==> config.mk <==
export PLATFORM = sky130hd
export DESIGN_NAME = cmd_seq_flat
export DESIGN_NICKNAME = d
export VERILOG_FILES = /design/src/rtl/cmd_seq_if.sv /design/src/rtl/cmd_seq.sv /design/src/flat_wrapper.sv
export SDC_FILE = /design/constraint.sdc
export NUM_CORES = 1
export LEC_CHECK = 0
export CORE_MARGIN = 5
export CORE_UTILIZATION = 30
export DETAILED_ROUTE_END_ITERATION = 8
export PLACE_DENSITY_LB_ADDON = 0.2
export SYNTH_ARGS = -nofsm -noshare
export SYNTH_HDL_FRONTEND = slang
export SYNTH_SLANG_ARGS = --single-unit
==> constraint.sdc <==
create_clock -name clk -period 2.5 [get_ports clk]
set_input_delay 0.5 -clock clk [delete_from_list [all_inputs] [get_ports clk]]
set_output_delay 0.5 -clock clk [all_outputs]
set_load 0.1 [all_outputs]
==> src/rtl/cmd_seq_if.sv <==
// cmd_seq_if: request handshake from the requester plus the registered
// command/address bundle that cmd_seq drives into the DDR5 packet generator.
// master = requester side, slave = cmd_seq side.
interface cmd_seq_if;
    // Request channel
    logic        req_valid;
    logic        req_wr;
    logic [2:0]  req_bg;
    logic        req_ba;
    logic [15:0] req_row;
    logic [9:0]  req_col;
    logic        req_ready;

    // Command/address bundle to the packet generator
    logic [3:0]  current_state;
    logic        CS;
    logic [2:0]  BG;
    logic        BA;
    logic [15:0] row;
    logic [9:0]  col;

    modport master (
        output req_valid, req_wr, req_bg, req_ba, req_row, req_col,
        input  req_ready, current_state, CS, BG, BA, row, col
    );

    modport slave (
        input  req_valid, req_wr, req_bg, req_ba, req_row, req_col,
        output req_ready, current_state, CS, BG, BA, row, col
    );
endinterface

==> src/rtl/cmd_seq.sv <==
// cmd_seq: DDR5 command sequencer. Accepts one read/write request at a time,
// then issues ACT and CAS (two cycles each) separated by tRCD/tRP gaps that
// are timed with an 8-bit down-counter loaded on entry to each wait state.
//
// Optional feature macro: CMD_SEQ_ROW_HIT_EN
//   undefined : closed page, ACT -> RDA/WRA -> tRP for every request.
//   defined   : open page, one open-row register; hits go straight to CAS
//               (RD/WR), misses precharge first (PRE -> tRP -> ACT).
module cmd_seq #(
    parameter int unsigned T_RCD = 3,  // idle cycles between ACT and CAS, 1..255
    parameter int unsigned T_RP  = 4   // idle cycles after CAS/PRE, 1..255
) (
    input  logic     clk,
    input  logic     rst,
    cmd_seq_if.slave bus
);

    typedef enum logic [3:0] {
        S_IDLE,
        S_ACT1,
        S_ACT2,
        S_WRCD,
        S_CAS1,
        S_CAS2,
        S_WRP
`ifdef CMD_SEQ_ROW_HIT_EN
        ,
        S_PRE1,
        S_PRE2
`endif
    } state_t;

    // Command codes understood by the packet generator
    localparam logic [3:0] C_IDLE = 4'd0;
    localparam logic [3:0] C_ACT  = 4'd8;
    localparam logic [3:0] C_RD   = 4'd4;
    localparam logic [3:0] C_WR   = 4'd7;
    localparam logic [3:0] C_RDA  = 4'd12;
    localparam logic [3:0] C_WRA  = 4'd5;
    localparam logic [3:0] C_PRE  = 4'd13;

    localparam logic [7:0] RCD_LOAD = 8'(T_RCD);
    localparam logic [7:0] RP_LOAD  = 8'(T_RP);

    state_t      state_q, state_d;
    logic [7:0]  cnt_q, cnt_d;
    logic        wr_q, wr_d;
    logic [2:0]  bg_q;
    logic        ba_q;
    logic [15:0] row_q;
    logic [9:0]  col_q;
    logic [3:0]  code_q;
    logic        cs_q;
    logic        accept;

`ifdef CMD_SEQ_ROW_HIT_EN
    // Open-row tracking: which bank/row was left open by the last ACT
    logic        orow_valid_q, orow_valid_d;
    logic [2:0]  orow_bg_q, orow_bg_d;
    logic        orow_ba_q, orow_ba_d;
    logic [15:0] orow_row_q, orow_row_d;
    logic        row_hit;
`endif

    assign accept = bus.req_valid && (state_q == S_IDLE);

    // Request type seen by the next-cycle output decode: on the accept edge
    // the new type must be used, since a row hit goes straight into CAS.
    assign wr_d = accept ? bus.req_wr : wr_q;

`ifdef CMD_SEQ_ROW_HIT_EN
    assign row_hit = orow_valid_q
                  && (orow_bg_q  == bus.req_bg)
                  && (orow_ba_q  == bus.req_ba)
                  && (orow_row_q == bus.req_row);
`endif

    // Command code driven while in a given state
    function automatic logic [3:0] code_of(input state_t s, input logic wr);
        logic [3:0] c;
        c = C_IDLE;
        case (s)
            S_ACT1, S_ACT2: c = C_ACT;
`ifdef CMD_SEQ_ROW_HIT_EN
            S_CAS1, S_CAS2: c = wr ? C_WR : C_RD;
            S_PRE1, S_PRE2: c = C_PRE;
`else
            S_CAS1, S_CAS2: c = wr ? C_WRA : C_RDA;
`endif
            default:        c = C_IDLE;
        endcase
        return c;
    endfunction

    // Chip select is asserted (low) only in the first cycle of a command
    function automatic logic cs_of(input state_t s);
        logic c;
        c = 1'b1;
        case (s)
            S_ACT1, S_CAS1: c = 1'b0;
`ifdef CMD_SEQ_ROW_HIT_EN
            S_PRE1:         c = 1'b0;
`endif
            default:        c = 1'b1;
        endcase
        return c;
    endfunction

    // Next-state, wait-counter and open-row update logic
    always_comb begin
        // NOTE: every variable written here gets a default first, so no path
        // can leave one unassigned and infer a latch.
        state_d = state_q;
        cnt_d   = cnt_q;
`ifdef CMD_SEQ_ROW_HIT_EN
        orow_valid_d = orow_valid_q;
        orow_bg_d    = orow_bg_q;
        orow_ba_d    = orow_ba_q;
        orow_row_d   = orow_row_q;
`endif
        case (state_q)
            S_IDLE: begin
                if (accept) begin
`ifdef CMD_SEQ_ROW_HIT_EN
                    if (row_hit)
                        state_d = S_CAS1;
                    else if (orow_valid_q)
                        state_d = S_PRE1;
                    else
                        state_d = S_ACT1;
`else
                    state_d = S_ACT1;
`endif
                end
            end
            S_ACT1: state_d = S_ACT2;
            S_ACT2: begin
                state_d = S_WRCD;
                cnt_d   = RCD_LOAD;
`ifdef CMD_SEQ_ROW_HIT_EN
                // The row named by the latched request is now open
                orow_valid_d = 1'b1;
                orow_bg_d    = bg_q;
                orow_ba_d    = ba_q;
                orow_row_d   = row_q;
`endif
            end
            S_WRCD: begin
                if (cnt_q <= 8'd1)
                    state_d = S_CAS1;
                else
                    cnt_d = cnt_q - 8'd1;
            end
            S_CAS1: state_d = S_CAS2;
            S_CAS2: begin
`ifdef CMD_SEQ_ROW_HIT_EN
                // Row stays open; no precharge after the column access
                state_d = S_IDLE;
`else
                state_d = S_WRP;
                cnt_d   = RP_LOAD;
`endif
            end
            S_WRP: begin
                if (cnt_q <= 8'd1) begin
`ifdef CMD_SEQ_ROW_HIT_EN
                    // Only a precharge leads here: open the requested row next
                    state_d = S_ACT1;
`else
                    state_d = S_IDLE;
`endif
                end else begin
                    cnt_d = cnt_q - 8'd1;
                end
            end
`ifdef CMD_SEQ_ROW_HIT_EN
            S_PRE1: state_d = S_PRE2;
            S_PRE2: begin
                state_d      = S_WRP;
                cnt_d        = RP_LOAD;
                orow_valid_d = 1'b0;
            end
`endif
            default: state_d = S_IDLE;
        endcase
    end

    // State, counter, latched request and registered outputs
    always_ff @(posedge clk or posedge rst) begin
        if (rst) begin
            // NOTE: every register, including the address latches and the
            // output codes, is reset so the packet generator sees a clean
            // IDLE/CS-high bundle the instant reset asserts.
            state_q <= S_IDLE;
            cnt_q   <= 8'd0;
            wr_q    <= 1'b0;
            bg_q    <= 3'd0;
            ba_q    <= 1'b0;
            row_q   <= 16'd0;
            col_q   <= 10'd0;
            code_q  <= C_IDLE;
            cs_q    <= 1'b1;
        end else begin
            // NOTE: non-blocking assignments so every register samples the
            // pre-edge values regardless of statement order.
            state_q <= state_d;
            cnt_q   <= cnt_d;
            wr_q    <= wr_d;
            code_q  <= code_of(state_d, wr_d);
            cs_q    <= cs_of(state_d);
            if (accept) begin
                bg_q  <= bus.req_bg;
                ba_q  <= bus.req_ba;
                row_q <= bus.req_row;
                col_q <= bus.req_col;
            end
        end
    end

`ifdef CMD_SEQ_ROW_HIT_EN
    // Open-row register
    always_ff @(posedge clk or posedge rst) begin
        if (rst) begin
            orow_valid_q <= 1'b0;
            orow_bg_q    <= 3'd0;
            orow_ba_q    <= 1'b0;
            orow_row_q   <= 16'd0;
        end else begin
            orow_valid_q <= orow_valid_d;
            orow_bg_q    <= orow_bg_d;
            orow_ba_q    <= orow_ba_d;
            orow_row_q   <= orow_row_d;
        end
    end
`endif

    assign bus.req_ready     = (state_q == S_IDLE);
    assign bus.current_state = code_q;
    assign bus.CS            = cs_q;
    assign bus.BG            = bg_q;
    assign bus.BA            = ba_q;
    assign bus.row           = row_q;
    assign bus.col           = col_q;

    // Chip select low always accompanies a real command code
    a_cs_has_cmd: assert property (@(posedge clk) disable iff (rst)
        !cs_q |-> (code_q != C_IDLE));

    // Wait states always hold a live count, so the counter never wraps
    a_wait_cnt_live: assert property (@(posedge clk) disable iff (rst)
        (state_q == S_WRCD || state_q == S_WRP) |-> (cnt_q != 8'd0));

endmodule

==> src/flat_wrapper.sv <==
// flat-port wrapper written by rule: the top's interface ports become plain ports
module cmd_seq_flat 
#(
    parameter int unsigned T_RCD = 3,                                            
    parameter int unsigned T_RP  = 4                                       
)
  (clk, rst, bus_req_valid, bus_req_wr, bus_req_bg, bus_req_ba, bus_req_row, bus_req_col, bus_req_ready, bus_current_state, bus_CS, bus_BG, bus_BA, bus_row, bus_col);
  cmd_seq_if bus_i ();
  input  logic clk;
  input  logic rst;
  input wire logic [$bits(bus_i.req_valid)-1:0] bus_req_valid;
  input wire logic [$bits(bus_i.req_wr)-1:0] bus_req_wr;
  input wire logic [$bits(bus_i.req_bg)-1:0] bus_req_bg;
  input wire logic [$bits(bus_i.req_ba)-1:0] bus_req_ba;
  input wire logic [$bits(bus_i.req_row)-1:0] bus_req_row;
  input wire logic [$bits(bus_i.req_col)-1:0] bus_req_col;
  output wire logic [$bits(bus_i.req_ready)-1:0] bus_req_ready;
  output wire logic [$bits(bus_i.current_state)-1:0] bus_current_state;
  output wire logic [$bits(bus_i.CS)-1:0] bus_CS;
  output wire logic [$bits(bus_i.BG)-1:0] bus_BG;
  output wire logic [$bits(bus_i.BA)-1:0] bus_BA;
  output wire logic [$bits(bus_i.row)-1:0] bus_row;
  output wire logic [$bits(bus_i.col)-1:0] bus_col;
  assign bus_i.req_valid = bus_req_valid;
  assign bus_i.req_wr = bus_req_wr;
  assign bus_i.req_bg = bus_req_bg;
  assign bus_i.req_ba = bus_req_ba;
  assign bus_i.req_row = bus_req_row;
  assign bus_i.req_col = bus_req_col;
  assign bus_req_ready = bus_i.req_ready;
  assign bus_current_state = bus_i.current_state;
  assign bus_CS = bus_i.CS;
  assign bus_BG = bus_i.BG;
  assign bus_BA = bus_i.BA;
  assign bus_row = bus_i.row;
  assign bus_col = bus_i.col;
  cmd_seq #(.T_RCD(T_RCD), .T_RP(T_RP)) u_core (.clk(clk), .rst(rst), .bus(bus_i));
endmodule
==> reports/qor.yml <==
logic_synthesis:
  synth.distinct_cells: 44
  synth-edff-count: 0
  syn_area_per_cell_um2: 12.1
  syn_area_um2: 2110
  ys_seq_area_share_pct: 55.7
  async_reset_ff_share_pct: 100
  ys.flop_type: "dfrtp_1"
  ys_warn_count: 0
  synth_seq_cells: 47
  synthCells: 174
power_and_ir_drop:
  p_per_area_nw_per_um2: 1090
  power.leakage_nw: 1.29
  switching_share_pct: 49.6
  power_frac_clock_pct: 18.2
  seqPwrFrac_pct: 31.5
  combPwrFrac_pct: 50.3
  p_sw_w: 0.00161
  power.internal_w: 0.00164
  irDropWorstVdd_mv: 0.346
finish:
  layout-drive-gt1-share_pct: 36.7
  antenna_cells: 0
  fin_util_pct: 43.8
  layout_commonest_cell: "dfrtp_1"
  stdcell_count: 344
  area_delta_synth_final_pct: 41.4
  layout_common_cells: "46 x dfrtp_1, 41 x buf_4, 33 x clkdlybuf4s50_1, 31 x mux2_2"
  final_nets: 283
die:
  start_util_pct: 30.9
  die_y_um: 93.9
  row_count: 30
  ios: 70
  die_w_um: 93.9
  dieArea_um2: 8820
  core_um2: 6830
sta:
  hold_slack_ns: 0.477
  setup_tns_ns: 0
  period_share_pct: 91.0
  rsz0062_at_grt: "no"
  layout_setup_ws_ns: 0.225
  finalClockSkew_ns: 0.00793
  setup-violations-final: 0
  worstMarginPinSlew_ns: 0.584
  hold_viol_final: 0
  relSlewSlack_pct: 61.1
  min_period_ns: 2.28
  fmaxAchievable_mhz: 439
  drv_slew: 0
worst_setup_path:
  cp-end-kind: "flip-flop"
  path_cells: "or4_4, or4_4, a31oi_4, nor2_2, mux2_4"
  cp-start-kind: "flip-flop"
  r2r_end: "u_core.cnt_q[1]"
  critPathMostFrequentCell: "or4_4"
  worst-setup-path-type: "reg2reg"
  r2r_setup_slack_ns: 0.22
  cp_data_required_time_ns: 2.70
  path_delay_family: "simple AND/OR/NAND/NOR gates"
  critPathCapture: "u_core.cnt_q[1]"
  crit_path_top_delay_cell: "or4_4"
  rr_worst_depth: 5
  worstPathArrival_ns: 2.47
  r2r_start: "u_core.cnt_q[3]"
  worstSetupStartpoint: "u_core.cnt_q[3]"
  max_stage_delay_ns: 0.61
  crit_cells: 5
  worst-path-max-fanout: 7
  critPathBufInv: 0
clock_network:
  postCtsSetupRepairBufs: 0
  clk_pin_slew_ns: 0.09
  holdBufCountCts: 0
  cts_buffers: 5
  cts-root-buf: "clkbuf_8"
  worstSkewPairLatency_ns: 0.30
  cts.repair.resized: 0
  clkSinkCount: 47
  htree_num_levels: 2
  cts_tree: "built"
  cts.path.max_buffers: 2
place:
  place_inst: 336
  dp_slack_ns: 0.228
  io_buffers: 68
  hpwl_um: 3390
  place.gp.congestion: 0.718
grt:
  grt_overflow: 0
  grt_pass1_vias: 1576
  track_usage_pct: 10.6
  grt_first_pass_wirelength_um: 7530
  antenna_found_initial: 0
  grt_max_degree: 48
routing:
  antenna_left: 0
  avgViaCountPerCell: 4.46
  firstDrtPassIters: 4
  drt_iter0_drc: 17
  wl_per_cell_um: 13.5
  drc_errors: 0
  dr_total_vias: 1533
  routed_wirelength_um: 4660
min_path:
  whs_path_depth: 1
  hold_class: "reg2reg"
run_status:
  status: "completed"
job:
  cap_violations: 0
[cell type report]
type	instances	area, um2
clock buffer	6	82.6
multi-input combinational	111	886
fill	668	3840
clock inverter	2	38.8
tap	96	120
timing repair buffer	75	658
sequential	47	1180
inverter	7	26.3
[worst min-delay path by stage]
stage	from	endpoint
5_1_grt	u_core.wr_q	u_core.bus.current_state[3]
3_3_place_gp	u_core.wr_q	u_core.bus.current_state[3]
3_5_place_dp	u_core.wr_q	u_core.bus.current_state[3]
2_1_floorplan	u_core.wr_q	u_core.bus.current_state[3]
6_report	u_core.wr_q	u_core.bus.current_state[3]
4_1_cts	u_core.wr_q	u_core.bus.current_state[3]
[registers in the layout, indices dropped and copies added (netlist names)]
name,flops
u_core.bus.row,16
u_core.bus.BG,3
u_core.state_q,4
u_core.bus.CS,1
u_core.wr_q,1
u_core.bus.BA,1
u_core.cnt_q,8
u_core.bus.col,10
u_core.bus.current_state,3
[cell usage after synthesis (2+ instances only)]
cell      instances  area, um2
dfrtp_1          46       1150
mux2_2           31        349
nor2_1            9       33.8
o21ai_0           9       45.0
nand2_1           8       30.0
clkbuf_1          7       26.3
inv_1             7       26.3
a21oi_1           6       30.0
nand3_1           4       20.0
nor3_1            4       20.0
a31oi_1           3       18.8
o22ai_1           3       18.8
and2_1            2       12.5
ha_1              2       25.0
nor2b_1           2       12.5
or3_1             2       12.5
or4_4             2       22.5
[power groups by stage]
stage / sequential (W) / combinational, W / clock, W
after global routing: 0.00105 / 0.00169 / 0.000645
after global placement: 0.00104 / 0.00164 / 0
after floorplan: 0.00204 / 0.000275 / 0
after detailed placement: 0.00104 / 0.00165 / 0
final: 0.00102 / 0.00164 / 0.000592
after CTS: 0.00102 / 0.00165 / 0.000620
[per-stage QoR]
stage	total power [W]	area [um2]
global route	0.00338	2990
CTS	0.00329	2990
finish	0.00325	2990
global placement	0.00268	2870
detailed placement	0.00269	2870
floorplan	0.00231	2140
[logic make-up after synthesis]
| logic type | Yosys count | share of synthesized area, % |
|---|---|---|
| DFF | 47 | 55.7 |
| and+or+nand+nor | 42 | 11.7 |
| AOI/OAI and AO/OA | 32 | 10.3 |
| muxes | 32 | 17.2 |
| buffers and inverters | 17 | 3.26 |
| adders and majority gates | 2 | 1.18 |
| other | 1 | 0.177 |
| xor gates and xnor gates | 1 | 0.415 |
[worst register-to-register path: cells and delay by family, from the launching register on]
kind	cells	cell delay [ns]
and+or+nand+nor	3	1.23
DFF	1	0.44
muxes	1	0.29
AOI/OAI and AO/OA	1	0.22
[layer usage]
layer	GRT usage, %	share of wire [%]	vias to the layer above
met5	0	0	-
met4	3.61	1.1	0
met3	3.21	8.2	5
met2	15.7	42	53
met1	14.7	49	708
li1	-	-	767
Power figures use the tool's default switching activity.
==> edit 1, RTL diff (same flow settings) <==
The 7 states of `state_t` get a one-hot encoding in 7 bits.
--- a/src/rtl/cmd_seq.sv
+++ b/src/rtl/cmd_seq.sv
@@ -15,14 +15,14 @@
     cmd_seq_if.slave bus
 );
 
-    typedef enum logic [3:0] {
-        S_IDLE,
-        S_ACT1,
-        S_ACT2,
-        S_WRCD,
-        S_CAS1,
-        S_CAS2,
-        S_WRP
+    typedef enum logic [6:0] {
+        S_IDLE = 7'b0000001,
+        S_ACT1 = 7'b0000010,
+        S_ACT2 = 7'b0000100,
+        S_WRCD = 7'b0001000,
+        S_CAS1 = 7'b0010000,
+        S_CAS2 = 7'b0100000,
+        S_WRP  = 7'b1000000
 `ifdef CMD_SEQ_ROW_HIT_EN
         ,
         S_PRE1,
Behaviour: no difference found for any inputs over 10 cycles, from zero or initial values and one cycle with rst high; not proved beyond that.
==> edit 1 against the unedited design <==
Area after synthesis is 5.1% higher; setup slack better by 100 ps; routed wire length increased by 5.5%; global-route usage rose by 0.61 points; final area increased by 3.0%; sequential cell count up 3.
Power is not shown: default switching activity piles up to over one toggle a cycle in this logic, so the estimate is an artifact.
==> edit 1: results (changes against the unedited design) <==
| Metric | Value |
|---|---|
| DR WL/cell | 14.0 um (+3.7%) |
| Nonclk buf count | 77 (+2.7%) |
| Crit path max fanout | 8 (+1) |
| Clock-cell share | 3.41% (-0.65 points) |
| Fill count | 723 (+8.2%) |
| Hold Crit Class | reg -> reg |
| Initial antenna violation count | 0 (unchanged) |
| Post-Syn Nets | 214 |
| Final core occ | 42.7% (-1.1 points) |
| CTS clock-pin slew for the worst setup and hold paths | 90 ps (about the same) |
| Drt pass-1 iters | 4 (unchanged) |
| Synth top cells by count | dfrtp_1, mux2_2, nor2_1 |
| 1st-iter DRT viols | 101 (+84) |
| Outcome | completed |
| Synth cell types | 40 (-9.1%) |
| Max H-tree Level | 2 (unchanged) |
| Post-CTS Resized | 0 (unchanged) |
| Synth area leader | dfrtp_1 |
| Placer Congestion | 0.726 (+1.1%) |
| Worst clock skew | 7.68 ps (-0.250 ps) |
| N_diodes | 0 (unchanged) |
| Fraction of layout cells with a size suffix above 1 | 35.9% (-0.84 points) |
| Clk Latency, worst-skew pair | 310 ps |
| Post-synth EDFFs | 0 (unchanged) |
| Global Route Usage Sum | 11.2% (+0.61 points) |
| Worst EP arrival | 1670 ps (-800 ps) |
| Root buffer cell | clkbuf_8 |
| Seq/Total Area, Yosys | 56.5% (+0.74 points) |
| Number of port buffers | 68 (unchanged) |
| Fin nets | 286 (+1.1%) |
| # clock sinks | 50 (+6.4%) |
| Final Instance Area | 3080 sq um (+3.0%) |
| Synth area leaders | dfrtp_1, mux2_2, dfstp_2 |
| Reg area | 1250 sq um (+6.5%) |
| Largest net degree at the start of global routing | 51 (+6.3%) |
| Cts bufs inserted | 5 (unchanged) |
| Dpl hpwl | 3.64 mm (+7.3%) |
| Max reg flops | 16 (unchanged) |
| Multi-input gate share of total cell area | 28.8% (-0.81 points) |
| Synth warn | 0 (unchanged) |
| # clk buffers | 7 (+1) |
| NonClk Buf Share | 22.3% (+0.26 points) |
| Post-place setup slack | 499 ps (+271 ps) |
| First-pass GRT wire length | 7.96 mm (+5.7%) |
| Ys async rst share | 100% (unchanged) |
| Post-CTS setup buffers | 0 (unchanged) |
| Max clock buf depth | 2 (unchanged) |
| Total grt overflow | 0 (unchanged) |
| Vias in the first global route | 1661 (+5.4%) |
| DP Area | 2970 sq um (+3.7%) |
| Avg Vias per Cell | 4.54 (+1.8%) |
| Number of non-clock inverters | 6 (-1) |
| #MultiIn Comb | 110 (-0.90%) |
-- edit 1: cells by family (layout without fill, tap and decap cells) --
| logic type | after synthesis | count (layout) | share of synthesized area [%] |
|---|---|---|---|
| buffers and inverters | 18 | 91 | 3.61 |
| xor gates and xnor gates | 3 | 3 | 1.18 |
| muxes | 32 | 32 | 16.2 |
| adders and majority gates | 2 | 2 | 1.13 |
| other | 1 | 1 | 0.169 |
| DFF | 50 | 50 | 56.5 |
| and+or+nand+nor | 48 | 48 | 14.2 |
| AOI/OAI and AO/OA | 24 | 24 | 7.10 |
-- edit 1: worst max-delay path, stage by stage (launching register included) --
cell	delay, ps
dfrtp_1	510
nor3_4	280
buf_4	170
and3_1	220
buf_12	190
-- edit 1: final timing paths --
check / startpoint / slack (ps) / end / cells after the start
max: u_core.state_q[2] / 330 / bus_req_ready / 4
min: u_core.bus.row[10] / 520 / u_core.bus.row[10] / 1
max reg2reg: u_core.state_q[2] / 470 / u_core.cnt_q[5] / 4
min reg2reg: u_core.bus.row[10] / 520 / u_core.bus.row[10] / 1
max in group asynchronous: rst / 1670 / u_core.state_q[0] / 3
min in group asynchronous: rst / 550 / u_core.bus.row[1] / 3
-- edit 1: layer usage --
layer | track usage, % | vias up | part of all wire [%]
li1 | - | 776 | -
met1 | 14.7 | 767 | 44
met2 | 17.0 | 38 | 49
met3 | 3.05 | 7 | 5.0
met4 | 5.69 | 0 | 2.1
met5 | 0 | - | 0
-- edit 1: stage by stage --
step / hold WS [ps] / cells
finish: 515 / 350
global route: 527 / 350
CTS: 518 / 350
detailed placement: 497 / 342
global placement: 490 / 342
floorplan: 485 / 178
==> edit 2, RTL diff (config.mk and constraints unchanged) <==
Made on the original files. The option `CMD_SEQ_ROW_HIT_EN` is turned on by a define.
--- a/src/rtl/cmd_seq.sv
+++ b/src/rtl/cmd_seq.sv
@@ -6,6 +6,8 @@
 //   undefined : closed page, ACT -> RDA/WRA -> tRP for every request.
 //   defined   : open page, one open-row register; hits go straight to CAS
 //               (RD/WR), misses precharge first (PRE -> tRP -> ACT).
+`define CMD_SEQ_ROW_HIT_EN
+
 module cmd_seq #(
     parameter int unsigned T_RCD = 3,  // idle cycles between ACT and CAS, 1..255
     parameter int unsigned T_RP  = 4   // idle cycles after CAS/PRE, 1..255
Check against the original RTL: not equivalent (Yosys sat finds a counterexample within 10 cycles, from zero or initial values and one cycle with rst high).
==> edit 2 against the unedited design <==
Final area grew 42%; area after synthesis increased by 51%; sequential cell count rose by 22; clock skew up 0.97 ps; sequential share of layout area grew 1.2 points; routed wire length grew 52%; setup slack gained 47 ps; global-route usage grew 1.0 points; maximum frequency is 2.1% higher; critical path type unchanged; highest routed layer unchanged.
Power is left out: the tool's default activity adds up to more than one toggle a clock period on the data nets, which glitch-free logic cannot reach.
==> edit 2: results (changes against the unedited design) <==
| Metric | Value |
|---|---|
| Fraction of layout cells with a size suffix above 1 | 36.3% (-0.36 points) |
| Synth cell types | 42 (-4.5%) |
| Max stage delay on crit path | 470 ps (-140 ps) |
| Clk Latency, worst-skew pair | 340 ps (+40 ps) |
| Root buffer cell | clkbuf_8 |
| Avg Vias per Cell | 4.69 (+5.3%) |
| Final WL | 7.06 mm (+52%) |
| Fin nets | 375 (+33%) |
| Seq/Total Area, Yosys | 54.0% (-1.7 points) |
| Dpl hpwl | 5.12 mm (+51%) |
| 1st-iter DRT viols | 68 (+51) |
| Ys async rst share | 100% (unchanged) |
| Global Route Usage Sum | 11.7% (+1.0 points) |
| Drt pass-1 iters | 4 (unchanged) |
| Dpl cells | 464 (+38%) |
| Vias in the first global route | 2442 (+55%) |
| Post-CTS Resized | 0 (unchanged) |
| Synth warn | 0 (unchanged) |
| Post-Syn Nets | 292 |
| Vias | 2253 (+47%) |
| Synth top cells by count | dfrtp_1, mux2_2, xnor2_1 |
| Worst EP arrival | 2460 ps |
| Placer Congestion | 0.804 (+12%) |
| Fill count | 1035 (+55%) |
| Slowest-stage cell, CP | dfrtp_1 |
| Gate Count Post-Synth | 256 (+47%) |
| Max clock buf depth | 2 (unchanged) |
| Outcome | completed |
| Synth area leaders | dfrtp_1, mux2_2, xnor2_1 |
| Largest net degree at the start of global routing | 70 (+46%) |
| Crit path max fanout | 5 (-2) |
| Top Layer Used | met4 |
| DP Area | 4060 sq um (+42%) |
| Routed length on met3 | 513 um (+34%) |
| N_diodes | 0 (unchanged) |
| Worst clock skew | 8.90 ps (+0.974 ps) |
| Area occupied by multi-input gates | 1400 sq um (+58%) |
| Routed wl met2 | 3.31 mm (+70%) |
| Cts bufs inserted | 9 (+4) |
| Number of port buffers | 69 (+1.5%) |
| CTS clock-pin slew for the worst setup and hold paths | 70 ps (-20 ps) |
| Initial antenna violation count | 0 (unchanged) |
| Hold Crit Class | reg -> reg |
| Met1 wire length | 3.17 mm (+39%) |
| Worst slew pin tran | 549 ps (-35.1 ps) |
| First-pass GRT wire length | 12.0 mm (+59%) |
| Max H-tree Level | 3 (+1) |
| Post-CTS setup buffers | 0 (unchanged) |
edit 2: logic make-up after synthesis:
group | Yosys count | share of synthesized area, %
compound gates | 25 | 6.53
simple gates | 59 | 9.59
buf+inv | 20 | 2.86
fa+ha+maj | 2 | 0.782
xor+xnor | 29 | 7.94
mux | 52 | 18.3
flops | 69 | 54.0
edit 2: worst paths after layout:
| path | startpoint | to | slack (ps) | depth (start not counted) |
|---|---|---|---|---|
| min | u_core.wr_q | u_core.wr_q | 480 | 2 |
| max | u_core.cnt_q[0] | u_core.cnt_q[0] | 270 | 8 |
| min in group asynchronous | rst | u_core.wr_q | 550 | 3 |
| min reg2reg | u_core.wr_q | u_core.wr_q | 480 | 2 |
| max reg2reg | u_core.cnt_q[0] | u_core.cnt_q[0] | 270 | 8 |
| max in group asynchronous | rst | u_core.orow_row_q[11] | 1650 | 3 |
edit 2: metal layers:
layer  up-vias  global-route usage (%)
li1       1061                       -
met2        67                    18.5
met5         -                       0
met1      1117                    15.1
met3         8                    3.90
met4         0                    3.77
edit 2: stage by stage:
step           hold WS [ps]  setup TNS [ps]  worst slack, ps
2_1_floorplan           450           -1210            -55.8
3_3_place_gp            470               0              141
3_5_place_dp            480               0             97.6
4_1_cts                 496               0              258
5_1_grt                 525               0             12.0
6_report                483               0              272
edit 2: critical path, delay by kind of cell, from the launching register on:
kind,cells,cell delay [ps]
DFF,1,470
buffers and inverters,1,70
AOI/OAI and AO/OA,3,510
and+or+nand+nor,3,860
adders and majority gates,1,230
edit 2: cell type report:
class,count,share of cell area (%)
well taps,136,4.00
clock inverters,4,1.12
clock buffers,12,3.41
flip-flops and latches,69,40.6
repair buffers,83,17.2
inverters,9,0.794
multi-input cells,167,32.9
